===== src/rtl/egress_pkg.sv =====
// Shared types and constants for the egress collector and its FIFO.
package egress_pkg;

    localparam int EGRESS_DEFAULT_DEPTH = 8;

    typedef struct packed {
        logic [7:0] addr;
        logic [7:0] data;
    } word_t;

    typedef enum logic [1:0] {
        IDLE  = 2'd0,
        RUN   = 2'd1,
        FLUSH = 2'd2
    } state_e;

endpackage


===== src/rtl/egress_fifo.sv =====
// First-word-fall-through storage of word_t; head is always visible on o_rdata.
module egress_fifo
    import egress_pkg::*;
#(
    parameter int DEPTH = EGRESS_DEFAULT_DEPTH
) (
    input  logic                   clk,
    input  logic                   reset,
    input  logic                   i_push,
    input  logic                   i_pop,
    input  logic                   i_clear,
    input  word_t                  i_wdata,
    output word_t                  o_rdata,
    output logic [$clog2(DEPTH):0] o_count,
    output logic                   o_empty,
    output logic                   o_full
);

    localparam int AW = $clog2(DEPTH);
    localparam logic [AW:0] FULL_CNT = (AW + 1)'(DEPTH);

    word_t         r_mem [DEPTH];
    logic [AW-1:0] r_wptr;
    logic [AW-1:0] r_rptr;
    logic [AW:0]   r_count;
    logic          w_do_push;
    logic          w_do_pop;

    assign o_empty   = (r_count == '0);
    assign o_full    = (r_count == FULL_CNT);
    assign w_do_push = i_push && !o_full;
    assign w_do_pop  = i_pop && !o_empty;

    always_ff @(posedge clk) begin
        if (!reset || i_clear) begin
            r_wptr  <= '0;
            r_rptr  <= '0;
            r_count <= '0;
        end else begin
            if (w_do_push) r_wptr <= r_wptr + 1'b1;
            if (w_do_pop)  r_rptr <= r_rptr + 1'b1;
            case ({w_do_push, w_do_pop})
                2'b10:   r_count <= r_count + 1'b1;
                2'b01:   r_count <= r_count - 1'b1;
                default: r_count <= r_count;
            endcase
        end
    end

    // Storage carries no reset; validity is tracked solely by r_count.
    always_ff @(posedge clk) begin
        if (reset && !i_clear && w_do_push) r_mem[r_wptr] <= i_wdata;
    end

    assign o_rdata = r_mem[r_rptr];
    assign o_count = r_count;

endmodule


===== src/rtl/egress_collector.sv =====
// Drains one switch output port into a FWFT FIFO, filtering on PORT_ID.
// Optional saturating accept/drop counters are built when EGRESS_STATS_EN is defined.
module egress_collector
    import egress_pkg::*;
#(
    parameter int         DEPTH   = EGRESS_DEFAULT_DEPTH,
    parameter logic [7:0] PORT_ID = 8'h00
) (
    input  logic                   clk,
    input  logic                   reset,
    input  logic                   enable,
    input  logic                   flush,
    input  logic                   valid_out,
    input  logic [7:0]             addr_out,
    input  logic [7:0]             data_out,
    output logic                   data_rd,
    output logic                   sink_valid,
    output logic [7:0]             sink_addr,
    output logic [7:0]             sink_data,
    input  logic                   sink_ready,
    output logic [$clog2(DEPTH):0] fifo_count,
    output state_e                 o_dbg_state,
    output logic                   mismatch_err
`ifdef EGRESS_STATS_EN
    ,
    output logic [15:0]            acc_cnt,
    output logic [15:0]            drop_cnt
`endif
);

    // Handshakes: a transfer happens at a rising edge where the producer's
    // valid and the consumer's ready/strobe are both high; nothing else moves data.

    state_e r_state;
    state_e w_next_state;
    logic   r_mismatch_err;
    logic   w_xfer;
    logic   w_push;
    logic   w_drop;
    logic   w_pop;
    logic   w_clear;
    logic   w_empty;
    logic   w_full;
    word_t  w_head;
    word_t  w_wdata;

    always_ff @(posedge clk) begin
        if (!reset) r_state <= IDLE;
        else        r_state <= w_next_state;
    end

    always_comb begin
        w_next_state = r_state;
        if (flush) begin
            w_next_state = FLUSH;
        end else begin
            case (r_state)
                IDLE, RUN, FLUSH: w_next_state = enable ? RUN : IDLE;
                default:          w_next_state = IDLE;
            endcase
        end
    end

    assign data_rd    = (r_state == RUN) && !w_full;
    assign sink_valid = !w_empty && (r_state != FLUSH);

    // A flush edge discards whatever would have moved; the DUT still sees its read.
    assign w_xfer  = valid_out && data_rd;
    assign w_push  = w_xfer && (addr_out == PORT_ID) && !flush;
    assign w_drop  = w_xfer && (addr_out != PORT_ID);
    assign w_pop   = sink_valid && sink_ready && !flush;
    assign w_clear = flush || (r_state == FLUSH);
    assign w_wdata = '{addr: addr_out, data: data_out};

    egress_fifo #(.DEPTH(DEPTH)) u_fifo (
        .clk     (clk),
        .reset   (reset),
        .i_push  (w_push),
        .i_pop   (w_pop),
        .i_clear (w_clear),
        .i_wdata (w_wdata),
        .o_rdata (w_head),
        .o_count (fifo_count),
        .o_empty (w_empty),
        .o_full  (w_full)
    );

    assign sink_addr = w_head.addr;
    assign sink_data = w_head.data;

    always_ff @(posedge clk) begin
        if (!reset)      r_mismatch_err <= 1'b0;
        else if (w_drop) r_mismatch_err <= 1'b1;
    end

    assign mismatch_err = r_mismatch_err;
    assign o_dbg_state  = r_state;

`ifdef EGRESS_STATS_EN
    logic [15:0] r_acc_cnt;
    logic [15:0] r_drop_cnt;

    always_ff @(posedge clk) begin
        if (!reset) begin
            r_acc_cnt  <= '0;
            r_drop_cnt <= '0;
        end else begin
            if (w_push && (r_acc_cnt != 16'hFFFF))  r_acc_cnt  <= r_acc_cnt + 1'b1;
            if (w_drop && (r_drop_cnt != 16'hFFFF)) r_drop_cnt <= r_drop_cnt + 1'b1;
        end
    end

    assign acc_cnt  = r_acc_cnt;
    assign drop_cnt = r_drop_cnt;
`endif

endmodule


===== config.mk =====
export PLATFORM = sky130hd
export DESIGN_NAME = egress_collector
export DESIGN_NICKNAME = d
export VERILOG_FILES = /design/src/rtl/egress_pkg.sv /design/src/rtl/egress_fifo.sv /design/src/rtl/egress_collector.sv
export SDC_FILE = /design/constraint.sdc
export NUM_CORES = 1
export LEC_CHECK = 0
export ABC_CLOCK_PERIOD_IN_PS = 4300
export CORE_UTILIZATION = 55
export DETAILED_ROUTE_END_ITERATION = 7
export HOLD_SLACK_MARGIN = 0.02
export PLACE_DENSITY_LB_ADDON = 0.08
export SLEW_MARGIN = 20
export SYNTH_ARGS = -nofsm -noshare
export SYNTH_HDL_FRONTEND = slang
export SYNTH_HIERARCHICAL = 1
export SYNTH_SLANG_ARGS = --single-unit
export TNS_END_PERCENT = 50

===== constraint.sdc =====
create_clock -name clk -period 4.3 [get_ports clk]
set_clock_uncertainty 0.05 [all_clocks]
set_input_delay 0.645 -clock clk [delete_from_list [all_inputs] [get_ports clk]]
set_output_delay 0.645 -clock clk [all_outputs]
set_load 0.005 [all_outputs]

==> key figures, run 1 <==
Setup path
  – CP arrival: 2.75 ns
  – Crit path largest cell delay: 0.61 ns
  – Slowest cell on the critical path: mux4_1
  – Critical Path Fanout Max: 15
  – Worst Setup Path Type: flop to output port
  – CP required: 3.61 ns
  – Worst setup SP type: flop
  – Critical path capture point type: output port
  – Worst path cell trace: buf_4, mux4_1, mux2_2, clkdlybuf4s50_1

Timing
  – Unrepaired setup endpoints after global routing: false
  – Setup Viol. Count Final: 0
  – Count of pins over their slew limit: 0
  – Fin Hold WS: 0.453 ns
  – Slew @ Worst Pin: 0.972 ns
  – Post-Route Setup TNS: 0 ns
  – Final Cycle Share: 80.0%
  – Slew Limit Headroom: 35.1%
  – Fmax: 0.291 GHz
  – Fin. Hold Viols: 0
  – Post-layout minimum cycle time: 3.44 ns

Route
  – Final ANT Viol Nets: 0
  – Via density per instance: 5.82
  – Drt total wl: 10700 um
  – DRT iter0 DRCs: 174
  – Wire per inst: 21.4 um
  – Via count: 2897
  – First-pass DRT Iterations: 4
  – DRC: 0

Floorplanning
  – Starting Density: 57.6%
  – Core area: 9950 um^2
  – Die area: 10800 um^2
  – Die height: 104 um
  – Row cnt: 36
  – Boundary pin count: 47
  – Die X: 104 um

Placement
  – Post-DP HPWL: 6300 um
  – Placed cell count: 466
  – IO Port Bufs: 46
  – Routability cong.: 0.760

GRT
  – Total Routing Usage GR: 21.2%
  – Number of global-route vias before repair: 2937
  – Overflow after GRT: 0
  – Largest net degree at the start of global routing: 33
  – Initial antenna violation count: 0
  – Wire length of the first global-routing pass: 16500 um

Clock network
  – TritonCTS Buffers: 17
  – H-tree depth: 4
  – Post-CTS setup buffers: 0
  – Hold buffer count at CTS: 0
  – Clock Tree Root: clkbuf_8
  – Worst-skew pair later-pin latency: 0.53 ns
  – CTS Buffer Depth: 2
  – Clk slew on worst S/H paths: 0.06 ns
  – CTS tree: yes
  – Cts repair resizes: 0
  – Sink Count: 144

Hold path
  – Min-delay worst type: flop to flop

Finish
  – Most frequent cells in the layout: 128 x edfxtp_1, 46 x clkdlybuf4s50_1, 28 x mux4_1
  – Number of fill cells in the layout: 616
  – Diodes inserted: 0
  – Most common cell after layout, fill and taps aside: edfxtp_1
  – Area grow syn2layout: 23.7%
  – Layout net count: 380
  – Layout Cells excl Fill: 498
  – Finished Core Util: 71.3%
  – Ratio of cells with drive above 1 in the final layout: 20.5%

Status
  – Outcome: completed

Flow run
  – Total of max-cap violations: 0

Yosys
  – Sequential area share after synthesis: 72.6%
  – Synth Register Bits: 144
  – Ys Warns: 6
  – Yosys cell types: 38
  – Post-Syn Nets: 308
  – Syn Area/Cell: 20.5 um^2
  – Post-Syn Area: 5740 um^2
  – Mapped Cells: 280

Power and ir drop
  – Leak: 0.00234 uW
  – Worst VDD drop: 285 uV
  – Pwr/cell area: 449 nW/um^2
  – Tot Pwr: 3180 uW
-- critical path: cells and delay by family, from the launching register on --
kind / cells / cell delay (ns)
muxes: 2 / 0.90
buffers and inverters: 2 / 0.80
DFF: 1 / 0.50
-- cell usage after synthesis --
master	instances	share of area (%)
xor2_1	5	0.76
o31ai_1	1	0.13
ha_1	5	1.1
nand2b_1	3	0.33
and4b_1	1	0.17
and2_1	1	0.11
and2b_2	1	0.15
clkbuf_2	1	0.087
mux4_2	4	1.6
a211oi_1	2	0.26
nor2_1	19	1.2
fa_1	1	0.35
or2_2	1	0.11
nand4_1	1	0.11
nor3b_4	1	0.33
or3_1	1	0.11
nand3_1	3	0.26
nor3_1	3	0.26
mux2_2	16	3.1
or4b_4	1	0.24
xnor2_1	1	0.15
edfxtp_1	128	67
nand2_1	8	0.52
nor4b_1	1	0.15
clkbuf_1	2	0.13
a21oi_1	4	0.35
nor4_1	3	0.33
o41a_1	1	0.20
nor2b_1	1	0.11
buf_6	4	0.78
mux4_1	28	13
mux2i_1	1	0.17
buf_1	4	0.26
dfxtp_1	16	5.6
a22o_2	1	0.17
o21ai_0	1	0.087
and3_1	1	0.11
inv_1	4	0.26
-- kinds of logic (layout without fill, tap and decap cells) --
logic type | after synthesis | count (layout) | share of synthesized area (%)
buffers and inverters | 15 | 100 | 1.53
AND/OR/NAND/NOR | 50 | 50 | 4.64
flip-flops | 144 | 144 | 72.6
adder cells (fa/ha/maj) | 6 | 6 | 1.44
AO/OA/AOI/OAI | 10 | 10 | 1.20
multiplexers | 49 | 49 | 17.7
XOR/XNOR | 6 | 6 | 0.916
-- metal layers --
| layer | GRT usage [%] | wire [um] |
|---|---|---|
| met1 | 28.3 | 4750 |
| met3 | 6.20 | 418 |
| met4 | 8.27 | 201 |
| met5 | 0 | 0 |
| met2 | 33.3 | 5300 |
-- cell type report --
class | count | area, um^2 | share of cell area [%]
Sequential cell | 144 | 4170 | 58.7
Multi-Input combinational cell | 121 | 1500 | 21.1
Timing Repair Buffer | 64 | 596 | 8.39
Clock buffer | 19 | 422 | 5.94
Clock inverter | 13 | 235 | 3.32
Tap cell | 133 | 166 | 2.35
Inverter | 4 | 15.0 | 0.212
-- flip-flops by register name (all words and copies together) (netlist names), named ones only --
name	flops
mismatch_err	1
o_dbg_state	2
u_fifo/o_count	4
u_fifo/r_mem	128
u_fifo/r_rptr	3
u_fifo/r_wptr	3
-- path summary, 6_finish.rpt --
kind / slack (ns) / end / cells past startpoint / startpoint
worst max-delay path: 0.86 / sink_addr[3] / 4 / flop
worst min-delay path: 0.45 / mismatch_err$_SDFFE_PN0P_ / 1 / mismatch_err$_SDFFE_PN0P_
worst max register to register: 1.19 / u_fifo/o_count[3]$_SDFFE_PP0P_ / 12 / u_fifo/o_count[0]$_SDFFE_PP0P_
worst min register to register: 0.45 / mismatch_err$_SDFFE_PN0P_ / 1 / mismatch_err$_SDFFE_PN0P_
-- where the power goes --
| part | total [uW] | internal, uW | switching, uW | leakage (uW) |
|---|---|---|---|---|
| sequential | 1520 | 1520 | 1.31 | 0.00128 |
| clock | 1620 | 1060 | 554 | 0.000314 |
| combinational | 45.2 | 22.6 | 22.6 | 0.000751 |
| total | 3180 | 2610 | 578 | 0.00234 |
-- per-stage QoR --
stage	worst slack, ns	area [um^2]
detailed placement	0.601	6440
global route	0.732	7100
finish	0.860	7100
global placement	0.753	6440
floorplan	0.848	5740
CTS	0.808	7100
Power figures use the tool's default switching activity.
==> run 2, diff against run 1 <==
--- a/config.mk
+++ b/config.mk
@@ -5,7 +5,7 @@
 export SDC_FILE = /design/constraint.sdc
 export NUM_CORES = 1
 export LEC_CHECK = 0
-export ABC_CLOCK_PERIOD_IN_PS = 4300
+export ABC_CLOCK_PERIOD_IN_PS = 3600
 export CORE_UTILIZATION = 55
 export DETAILED_ROUTE_END_ITERATION = 7
 export HOLD_SLACK_MARGIN = 0.02
==> constraint.sdc (replaced) <==
create_clock -name clk -period 3.6 [get_ports clk]
set_clock_uncertainty 0.05 [all_clocks]
set_input_delay 0.54 -clock clk [delete_from_list [all_inputs] [get_ports clk]]
set_output_delay 0.54 -clock clk [all_outputs]
set_load 0.005 [all_outputs]
==> run 2 against run 1 <==
Net effect:
- design area decreased by 0.71%
- hold slack improved by 0.0015 ns
- count of clock-buffer cells in the layout fell by 2
- power up 10%
- sequential power rose by 20%
- clock power about the same
- sequential cell count stayed put
- non-clock buffer count is 6 higher
- wire length decreased by 5.2%
- worst setup slack lost 0.59 ns
- global-route usage shrank 0.92 points
- largest cell class unchanged
==> key figures, run 2 (synthesis results as in run 1) <==
GRT
  – Largest net degree at the start of global routing: 33 (unchanged)
  – Number of global-route vias before repair: 2881 (-1.9%)
  – Wire length of the first global-routing pass: 16000 um (-3.0%)
  – Initial antenna violation count: 0 (unchanged)
  – Total Routing Usage GR: 20.3% (-0.92 points)
  – Overflow after GRT: 0 (unchanged)

Timing
  – Post-Route Setup TNS: 0 ns (unchanged)
  – Final WS setup: 0.267 ns (-0.593 ns)
  – Setup Viol. Count Final: 0 (unchanged)
  – Count of pins over their slew limit: 0 (unchanged)
  – Post-layout minimum cycle time: 3.33 ns
  – Final Cycle Share: 92.6%
  – Slew @ Worst Pin: 0.459 ns (-0.513 ns)
  – Slew Limit Headroom: 69.4% (+34 points)
  – Fin. Hold Viols: 0 (unchanged)
  – Unrepaired setup endpoints after global routing: false
  – Fmax: 0.300 GHz
  – Fin Hold WS: 0.455 ns (+0.00150 ns)

Finish
  – Biggest register: u_fifo/r_mem
  – Finished Core Util: 70.8% (-0.50 points)
  – Most common cell after layout, fill and taps aside: edfxtp_1
  – Ratio of cells with drive above 1 in the final layout: 22.6% (+2.1 points)
  – Most frequent cells in the layout: 128 x edfxtp_1, 46 x clkdlybuf4s50_1, 28 x mux4_1
  – Largest register FFs: 128 (unchanged)
  – Area grow syn2layout: 22.8%
  – Layout net count: 386 (+1.6%)
  – Diodes inserted: 0 (unchanged)

Clock network
  – Post-CTS setup buffers: 0 (unchanged)
  – Clk slew on worst S/H paths: 0.06 ns (about the same)
  – Hold buffer count at CTS: 0 (unchanged)
  – H-tree depth: 4 (unchanged)
  – TritonCTS Buffers: 17 (unchanged)
  – Sink Count: 144 (unchanged)
  – CTS Buffer Depth: 2 (unchanged)
  – Cts repair resizes: 0 (unchanged)
  – Clock Tree Root: clkbuf_8
  – CTS tree: yes
  – Worst-skew pair later-pin latency: 0.51 ns (-0.02 ns)

Setup path
  – FF-to-FF Start: u_fifo/o_count[1]$_SDFFE_PP0P_
  – CP arrival: 2.74 ns (about the same)
  – Worst r2r path cells: 12 (unchanged)
  – Worst setup SP type: flop
  – CP required: 3.01 ns (-0.60 ns)
  – Critical Path Fanout Max: 15 (unchanged)
  – Critical path capture point type: output port
  – Worst Setup Path Type: flop to output port

Floorplanning
  – Starting Density: 57.6% (unchanged)
  – Die X: 104 um (unchanged)
  – Die height: 104 um (unchanged)
  – Die area: 10800 um^2 (unchanged)
  – Core area: 9950 um^2 (unchanged)
  – Boundary pin count: 47 (unchanged)
  – Row cnt: 36 (unchanged)

Hold path
  – WHS Path Cells: 1 (unchanged)
  – Worst Hold Launch: o_dbg_state[0]$_SDFF_PP0_
  – Min-delay worst type: flop to flop

Route
  – First-pass DRT Iterations: 5 (+1)
  – Drt total wl: 10100 um (-5.2%)
  – DRT iter0 DRCs: 187 (+7.5%)
  – Wire per inst: 20.1 um (-6.4%)
  – Via count: 2869 (-0.97%)
  – Via density per instance: 5.69 (-2.1%)
  – DRC: 0 (unchanged)
  – Final ANT Viol Nets: 0 (unchanged)

Power and ir drop
  – Pwr/cell area: 499 nW/um^2 (+11%)
  – Worst VDD drop: 408 uV (+43%)
  – Leak: 0.00233 uW (-0.62%)

Placement
  – Routability cong.: 0.759 (-0.18%)
  – Post-DP HPWL: 6160 um (-2.3%)
  – IO Port Bufs: 46 (unchanged)
  – Place WS: 0.164 ns (-0.436 ns)

Status
  – Outcome: completed

Flow run
  – Total of max-cap violations: 0 (unchanged)
run 2: cell types whose count changed in the layout (fill, tap and decap cells not counted):
cell / before / now
buf_4: 18 / 24
bufinv_16: 6 / 1
clkbuf_1: 2 / 0
clkinv_1: 1 / 0
clkinv_2: 0 / 1
clkinv_4: 4 / 2
clkinvlp_4: 1 / 3
inv_6: 1 / 7
inv_8: 0 / 1
run 2: final timing paths:
check                                                       to  slack, ns
worst max register to register  u_fifo/o_count[3]$_SDFFE_PP0P_       0.82
worst max-delay path                              sink_addr[4]       0.27
worst min-delay path                 o_dbg_state[0]$_SDFF_PP0_       0.45
worst min register to register       o_dbg_state[0]$_SDFF_PP0_       0.45
run 2: stage by stage:
stage / area [um^2] / std cells / power, uW
after CTS: 7050 / 504 / 3540
after global placement: 6480 / 472 / 1910
after detailed placement: 6480 / 472 / 1910
after global routing: 7050 / 504 / 3610
after floorplan: 5740 / 280 / 1860
final: 7050 / 504 / 3520
run 2: layout make-up:
class	count	area, um^2
Inverter	4	15.0
Multi-Input combinational cell	121	1500
Timing Repair Buffer	70	641
Fill cell	627	2910
Tap cell	133	166
Sequential cell	144	4170
Clock inverter	15	148
Clock buffer	17	414
run 2: worst max-delay path, cell delays in order, from the launching register on:
cell and delay, ns:
dfxtp_2 0.55, buf_4 0.35, mux4_1 0.58, mux2_2 0.29
clkdlybuf4s50_1 0.45
run 2: layer usage:
metal,share of wire (%),vias up,track usage [%]
li1,-,1319,-
met5,0,-,0
met3,2.9,13,4.95
met4,1.2,0,6.43
met2,50,62,32.1
met1,46,1475,28.2
run 2: power breakdown:
group	internal, uW	total [uW]	leakage [uW]	switching [uW]
Clock	936	1640	0.000269	706
Combinational	29.1	56.9	0.000782	27.8
Sequential	1820	1820	0.00128	1.51
==> run 3, diff against run 2 <==
--- a/config.mk
+++ b/config.mk
@@ -6,11 +6,12 @@
 export NUM_CORES = 1
 export LEC_CHECK = 0
 export ABC_CLOCK_PERIOD_IN_PS = 3600
+export CAP_MARGIN = 30
 export CORE_UTILIZATION = 55
 export DETAILED_ROUTE_END_ITERATION = 7
 export HOLD_SLACK_MARGIN = 0.02
 export PLACE_DENSITY_LB_ADDON = 0.08
-export SLEW_MARGIN = 20
+export SLEW_MARGIN = 10
 export SYNTH_ARGS = -nofsm -noshare
 export SYNTH_HDL_FRONTEND = slang
 export SYNTH_HIERARCHICAL = 1
==> results of run 3 <==
Final layout, timing and power as in run 2 (identical DEF).
